$ cat config.mk
export PLATFORM = sky130hd
export DESIGN_NAME = mar_burst
export DESIGN_NICKNAME = d
export VERILOG_FILES = /design/src/rtl/mar_burst.sv
export SDC_FILE = /design/constraint.sdc
export NUM_CORES = 1
export LEC_CHECK = 0
export ABC_AREA = 1
export CAP_MARGIN = 20
export CORE_MARGIN = 2
export CORE_UTILIZATION = 45
export CTS_CLUSTER_DIAMETER = 120
export DETAILED_ROUTE_END_ITERATION = 6
export GPL_TIMING_DRIVEN = 0
export PLACE_DENSITY_LB_ADDON = 0.3
export SLEW_MARGIN = 5
export SYNTH_ARGS = -nofsm -noshare
export SYNTH_HDL_FRONTEND = slang
export SYNTH_SLANG_ARGS = --single-unit
$ cat constraint.sdc
create_clock -name clk -period 2.9 [get_ports clk]
set_clock_uncertainty 0.05 [all_clocks]
set_input_delay 0.87 -clock clk [delete_from_list [all_inputs] [get_ports clk]]
set_output_delay 0.87 -clock clk [all_outputs]
set_load 0.05 [all_outputs]
$ cat src/rtl/mar_burst.sv
// SAP memory address register with bus decoupling, single-step increment,
// burst sequencer and program-mode address mux in front of the RAM.
module mar_burst #(
    parameter int ADDR_W = 4,
    parameter int BUS_W  = 8,
    parameter int LEN_W  = 4
) (
    input  logic              clk,
    input  logic              rst,
    input  logic [BUS_W-1:0]  BusIn,
    input  logic              MARIn,
    input  logic              MARInc,
    input  logic              BurstStart,
    input  logic [LEN_W-1:0]  BurstLen,
    input  logic              BurstAbort,
    input  logic              ProgMode,
    input  logic [ADDR_W-1:0] SwAddr,
    output logic [ADDR_W-1:0] RAMIn,
    output logic              Busy,
    output logic              Done,
    output logic              Wrap
);

    localparam logic S_IDLE  = 1'b0;
    localparam logic S_BURST = 1'b1;

    localparam logic [ADDR_W-1:0] ADDR_ONE = ADDR_W'(1);
    localparam logic [LEN_W-1:0]  LEN_ONE  = LEN_W'(1);
    localparam logic [LEN_W-1:0]  LEN_ZERO = '0;

    logic              r_state;
    logic [ADDR_W-1:0] r_addr;
    logic [LEN_W-1:0]  r_cnt;
    logic              r_done;
    logic              r_wrap;

    logic              w_busy;
    logic              w_roll;
    logic [ADDR_W-1:0] w_addr_inc;
    logic              w_unused_bus;

    assign w_busy       = (r_state == S_BURST);
    assign w_roll       = &r_addr;
    assign w_addr_inc   = r_addr + ADDR_ONE;
    // Only the low bits address the RAM; the rest of the bus is don't-care.
    assign w_unused_bus = ^BusIn;

    // Address register, burst counter and sequencer state; pulses self-clear.
    always_ff @(posedge clk or negedge rst) begin
        if (!rst) begin
            r_state <= S_IDLE;
            r_addr  <= '0;
            r_cnt   <= '0;
            r_done  <= 1'b0;
            r_wrap  <= 1'b0;
        end else begin
            r_done <= 1'b0;
            r_wrap <= 1'b0;
            if (r_state == S_BURST) begin
                if (BurstAbort) begin
                    r_state <= S_IDLE;
                end else if (r_cnt != LEN_ZERO) begin
                    r_addr <= w_addr_inc;
                    r_wrap <= w_roll;
                    r_cnt  <= r_cnt - LEN_ONE;
                end else begin
                    r_state <= S_IDLE;
                    r_done  <= 1'b1;
                end
            end else begin
                if (MARIn) begin
                    r_addr <= BusIn[ADDR_W-1:0];
                end else if (BurstStart) begin
                    if (BurstLen == LEN_ZERO) begin
                        r_done <= 1'b1;
                    end else begin
                        r_state <= S_BURST;
                        r_cnt   <= BurstLen - LEN_ONE;
                    end
                end else if (MARInc) begin
                    r_addr <= w_addr_inc;
                    r_wrap <= w_roll;
                end
            end
        end
    end

    // Manual switches override the register only on the RAM side.
    always_comb begin
        RAMIn = ProgMode ? SwAddr : r_addr;
    end

    assign Busy = w_busy;
    assign Done = r_done;
    assign Wrap = r_wrap;

endmodule

==> summary.txt, run 1 <==
Clock network
  – H-tree depth: 1
  – Clock Sink Count: 11
  – Master cell of the clock root buffer: clkbuf_4
  – Post-CTS setup buffers: 0
  – Worst-path clk slew: around 70 ps
  – Post-CTS Hold Fix Bufs: 0
  – Clk_lat worst skew: around 280 ps
  – CTS tree: yes
  – Resize count post-CTS: 18
  – CTS buffer count: 3
  – Clock buffer depth: 2

Pwr
  – Leakage power: 0.509 nW
  – Overall Power: around 0.75 mW
  – PwrDens: 720 nW/um^2
  – IR drop worst, VDD: around 0.44 mV

Critical path
  – Critical Path RT: between 1500 and 2000 ps
  – Crit Path Category: in2out
  – Worst EP arrival: around 1800 ps
  – Crit-path max FO: 1
  – Critical-path top delay cell: clkdlybuf4s50_1
  – Worst setup SP type: input pin
  – Critical path, cell by cell: clkdlybuf4s50_1 -> nand2_1 -> o21ai_0 -> clkdlybuf4s15_2
  – Crit end category: primary output
  – Max stage delay on crit path: approximately 460 ps

Floorplanning
  – Die H: around 45 um
  – Initial core utilization: about half
  – Die Area: about 2000 um^2
  – I/O pins: 30
  – Cell Rows: 14
  – Chip width: ~45 um
  – Core area: about 1500 um^2

Timing
  – Final hold vios: 0
  – Period Utilization, post-route: 95.1%
  – Slew margin rel.: roughly two thirds
  – Final Slew Violations: 0
  – Final setup viols: 0
  – Fmax: about 360 MHz
  – Unrepaired setup endpoints after global routing: no
  – Worst-margin pin slew: between 500 and 600 ps
  – Tmin final: between 2000 and 3000 ps
  – Final worst-path setup slack: around 140 ps
  – Setup TNS: 0 ps

Placed design
  – Cell Area, Placed: roughly 1000 um^2
  – Routability congestion estimate: between 0.7 and 0.8
  – Pre-CTS setup slack: -532 ps
  – IO Port Bufs: 25
  – Placed Instances: 146
  – Post-DP HPWL: between 1000 and 1500 um

Cells and area
  – Multi-input logic area: 399 um^2
  – Layout area overhead: 39.3%
  – Ant diodes: 0
  – Fill count: around 130
  – Nets: 160
  – Non-Filler Instances: 150
  – Design area: about 1000 um^2
  – Seq. cell area: between 200 and 300 um^2
  – Fraction of layout cells with a size suffix above 1: between 10 and 15%

Synth
  – Synth Area per Inst: 7.13 um^2
  – Yosys synthesis warning count: 0
  – Mapped Cells: approximately 110
  – Register bit total from synthesis: 11
  – Seq/Total Area, Yosys: a little under two fifths
  – Post-Syn Nets: 130
  – Distinct cells, synth: 22
  – Synth Cell Area: about 750 um^2

Global route
  – GRT Residual Overflow: 0
  – First-pass GRT wire length: ~2800 um
  – GRT Overall Usage: between 10% and 20%
  – Initial antenna violation count: 0
  – Largest net degree at the start of global routing: 12
  – Vias in the first global route: around 680

Detailed routing
  – Pre-Repair DR Iteration Count: 4
  – Detailed-route wire length per cell: 10.7 um
  – Final ANT Viol Nets: 0
  – Via count: 752
  – DRC violations left: 0
  – DRT iter0 DRCs: 23
  – Final WL: about 1600 um
  – Vias per cell: 5.01

Run
  – Max-cap violations: 0

Worst hold path
  – Min-delay worst type: reg2reg

Status
  – Outcome: finished clean
-- synthesized netlist by cell type --
| cell | n | area share [%] |
|---|---|---|
| nor2_4 | 2 | 3.0 |
| nand3_1 | 9 | 6.0 |
| or2_0 | 1 | 0.84 |
| a21oi_1 | 1 | 0.67 |
| inv_2 | 1 | 0.50 |
| nand2_1 | 33 | 17 |
| nor2_2 | 2 | 1.7 |
| mux2_2 | 1 | 1.5 |
| xnor2_1 | 2 | 2.3 |
| buf_6 | 1 | 1.5 |
| a21oi_2 | 1 | 1.2 |
| o21ai_0 | 11 | 7.4 |
| nand2_4 | 1 | 1.5 |
| nor2_1 | 5 | 2.5 |
| inv_1 | 14 | 7.0 |
| nand2_2 | 3 | 2.5 |
| dfrtp_1 | 11 | 37 |
| o22ai_1 | 1 | 0.84 |
| o21ai_1 | 1 | 0.67 |
| inv_4 | 1 | 0.84 |
| ha_1 | 2 | 3.3 |
| nand4_1 | 1 | 0.84 |
-- final cells by class --
| type | count | share of cell area [%] |
|---|---|---|
| Tap cell | 16 | 1.92 |
| Timing Repair Buffer | 25 | 23.8 |
| Multi-Input combinational cell | 77 | 38.3 |
| Clock buffer | 4 | 2.52 |
| Inverter | 16 | 6.00 |
| Buffer | 1 | 1.08 |
| Sequential cell | 11 | 26.4 |
-- cells by family (layout without fill, tap and decap cells) --
kind of cell,Yosys count,in the layout,synth area share [%]
and+or+nand+nor,57,57,35.5
AOI/OAI and AO/OA,15,15,10.7
buffers and inverters,17,46,9.87
muxes,1,1,1.50
DFF,11,11,36.8
xor gates and xnor gates,2,2,2.34
adders and majority gates,2,2,3.34
-- power breakdown --
| part | internal [mW] | switching (mW) | leakage [nW] |
|---|---|---|---|
| Sequential | 0.212 | 0.0489 | 0.138 |
| Clock | 0.0534 | 0.0563 | 0.0150 |
| Combinational | 0.149 | 0.230 | 0.356 |
| Total | 0.414 | 0.336 | 0.509 |
-- critical path, delay by kind of cell --
kind | cells | cell delay, ps
AOI/OAI and AO/OA | 1 | 70
buffers and inverters | 2 | 850
and+or+nand+nor | 1 | 50
-- flip-flops by register name (all words and copies together), names as in the netlist --
name,count
r_addr,4
r_cnt,4
Busy,1
Done,1
Wrap,1
-- stage by stage --
step	hold WS [ps]	utilization (%)
2_1_floorplan	446	-
3_3_place_gp	462	66.8
3_5_place_dp	485	66.8
4_1_cts	504	68.4
5_1_grt	542	68.4
6_report	508	68.4
-- metal layers --
metal / track usage (%) / routed length (um)
met1: 24.9 / 705
met5: 0 / 0
met3: 4.80 / 103
met2: 30.1 / 771
met4: 8.82 / 27
-- path summary, 6_finish.rpt --
check,start,slack (ps),cells after the start,end
worst max-delay path,SwAddr[1],140,4,RAMIn[1]
worst min-delay path,r_cnt[1]$_DFFE_PN0P_,510,2,r_cnt[1]$_DFFE_PN0P_
worst max register to register,Busy$_DFF_PN0_,1570,8,r_cnt[2]$_DFFE_PN0P_
worst min register to register,r_cnt[1]$_DFFE_PN0P_,510,2,r_cnt[1]$_DFFE_PN0P_
max in group asynchronous,rst,1580,1,Busy$_DFF_PN0_
min in group asynchronous,rst,880,1,r_addr[3]$_DFFE_PN0P_
-- layout by cell type (no fill, tap or decap), types with 2 or more instances in the layout --
cell type,instances
clkdlybuf4s50_1,20
dfrtp_1,11
nor2_2,2
nand2_2,3
nand3_1,9
xnor2_1,2
nand2_1,33
nor2_1,5
nor2_4,2
clkbuf_4,3
ha_1,2
inv_1,14
clkdlybuf4s15_2,3
o21ai_0,11
No activity file was read; power rests on OpenSTA's default activity.
==> inputs of run 2 (changes only) <==
--- a/config.mk
+++ b/config.mk
@@ -7,12 +7,12 @@
 export LEC_CHECK = 0
 export ABC_AREA = 1
 export CAP_MARGIN = 20
-export CORE_MARGIN = 2
-export CORE_UTILIZATION = 45
+export CORE_MARGIN = 5
+export CORE_UTILIZATION = 38
 export CTS_CLUSTER_DIAMETER = 120
 export DETAILED_ROUTE_END_ITERATION = 6
 export GPL_TIMING_DRIVEN = 0
-export PLACE_DENSITY_LB_ADDON = 0.3
+export PLACE_DENSITY = 0.79
 export SLEW_MARGIN = 5
 export SYNTH_ARGS = -nofsm -noshare
 export SYNTH_HDL_FRONTEND = slang
==> constraint.sdc (replaced) <==
create_clock -name clk -period 2.5 [get_ports clk]
set_clock_uncertainty 0.05 [all_clocks]
set_input_delay 0.75 -clock clk [delete_from_list [all_inputs] [get_ports clk]]
set_output_delay 0.75 -clock clk [all_outputs]
set_load 0.05 [all_outputs]
==> run 2 against run 1 <==
Net effect:
- wire length rose by 9.9%
- critical path depth shrank 1
- register-to-register slack worse by 410 ps
- critical path type unchanged
==> summary.txt, run 2 (synthesis results as in run 1) <==
Detailed routing
  – Final ANT Viol Nets: 0
  – Detailed-route wire length per cell: 11.0 um
  – Via count: 767
  – Vias per cell: between 4 and 5
  – DRC violations left: 0
  – Final WL: 1770 um
  – Pre-Repair DR Iteration Count: 4
  – DRT iter0 DRCs: 9

Global route
  – Vias in the first global route: 767
  – Initial antenna violation count: 0
  – GRT Overall Usage: ~14%
  – Largest net degree at the start of global routing: 12
  – First-pass GRT wire length: between 3000 and 4000 um
  – GRT Residual Overflow: 0

Critical path
  – Critical-path top delay cell: mux2_2
  – Worst r2r dst: r_cnt[2]$_DFFE_PN0P_
  – Register-to-register setup slack: around 1200 ps
  – Worst setup SP type: input pin
  – Critical Path RT: ~1700 ps
  – Crit-path max FO: 7
  – Max stage delay on crit path: between 300 and 400 ps
  – RR Startpoint: Busy$_DFF_PN0_
  – Crit Path Category: in2out
  – Worst EP arrival: 1640 ps
  – Critical path, cell by cell: dlygate4sd2_1 -> mux2_2 -> buf_2
  – Crit end category: primary output
  – Worst Reg2Reg Path Length in Cells: 8

Pwr
  – Leakage power: about 0.51 nW
  – Overall Power: 0.865 mW
  – PwrDens: approximately 830 nW/um^2
  – IR drop worst, VDD: between 0.4 and 0.5 mV

Timing
  – Fmax: ~410 MHz
  – Unrepaired setup endpoints after global routing: no
  – Tmin final: 2440 ps
  – Hold WS: roughly 490 ps
  – Worst-margin pin slew: around 500 ps
  – Final Slew Violations: 0
  – Final hold vios: 0
  – Slew margin rel.: between 60% and 70%
  – Period Utilization, post-route: a little over nine tenths
  – Final setup viols: 0
  – Final worst-path setup slack: approximately 61 ps

Cells and area
  – Multi-input logic area: 399 um^2
  – Most frequent cells in the layout: 33 x nand2_1, 20 x clkdlybuf4s50_1, 14 x inv_1
  – Final core occ: around 54%
  – Ant diodes: 0
  – Layout area overhead: 38.6%
  – Fraction of layout cells with a size suffix above 1: 14.9%
  – Nets: between 150 and 200
  – Seq. cell area: 275 um^2
  – Non-Filler Instances: between 150 and 200
  – Commonest non-fill, non-tap cell in the layout: nand2_1
  – Regs by FF count: r_addr: 4 flops, r_cnt: 4 flops
  – Fill count: between 150 and 200

Worst hold path
  – Hold path depth: 2
  – Hold Path Origin: r_cnt[1]$_DFFE_PN0P_
  – WHS Endpoint: r_cnt[1]$_DFFE_PN0P_
  – Min-delay worst type: reg2reg

Clock network
  – CTS tree: yes
  – Post-CTS Hold Fix Bufs: 0
  – Clock buffer depth: 2
  – Clock Sink Count: 11
  – Clk_lat worst skew: ~270 ps
  – H-tree depth: 1
  – Worst-path clk slew: about 70 ps
  – Master cell of the clock root buffer: clkbuf_4
  – CTS buffer count: 3

Run
  – Max-cap violations: 0

Floorplanning
  – Chip width: between 50 and 60 um
  – Die H: about 54 um
  – Die Area: ~3000 um^2
  – I/O pins: 30
  – Cell Rows: 16
  – Core area: 1920 um^2
  – Initial core utilization: 38.9%

Placed design
  – IO Port Bufs: 25
  – Placed Instances: about 160
  – Post-DP HPWL: about 1500 um
  – Routability congestion estimate: slightly above 0.8
  – Pre-CTS setup slack: -709 ps

Status
  – Outcome: finished clean
run 2: cell type report:
cell class                 instances  share of cell area, %
clock buffer                       4                   2.53
timing repair buffer              25                   22.1
sequential                        11                   26.5
inverter                          16                   6.03
buffer                             1                   1.09
multi-input combinational         77                   38.5
tap                               27                   3.26
run 2: layer usage:
| metal | GRT usage [%] | part of all wire (%) | wire [um] |
|---|---|---|---|
| met3 | 5.99 | 12 | 211 |
| met5 | 0 | 0 | 0 |
| met4 | 3.73 | 0.62 | 11 |
| met2 | 25.5 | 50 | 876 |
| met1 | 14.8 | 38 | 668 |
run 2: report_power, final:
part / switching (mW) / total [mW] / internal [mW]
logic: 0.274 / 0.440 / 0.166
registers: 0.0570 / 0.303 / 0.246
clock network: 0.0605 / 0.122 / 0.0618
run 2: what timing repair did:
item,4_1_cts,5_1_grt
setup buffers,0,0
gates resized for setup,21,0
setup endpoints to repair,4,0
run 2: worst max path at each step:
stage / slack [ps] / from / to
after CTS: 50 / ProgMode / RAMIn[3]
after floorplan: 240 / ProgMode / RAMIn[0]
after global placement: -680 / ProgMode / RAMIn[3]
after detailed placement: -710 / ProgMode / RAMIn[3]
final: 60 / ProgMode / RAMIn[3]
after global routing: 4 / ProgMode / RAMIn[3]
run 2: worst max-delay path: cells and delay by family:
kind | cells | cell delay (ps)
buf+inv | 2 | 530
mux | 1 | 360
run 2: through the flow:
step	area, um^2	setup TNS, ps
2_1_floorplan	748	0
5_1_grt	1040	0
4_1_cts	1040	0
3_5_place_dp	1030	-2540
3_3_place_gp	1030	-2450
6_report	1040	0
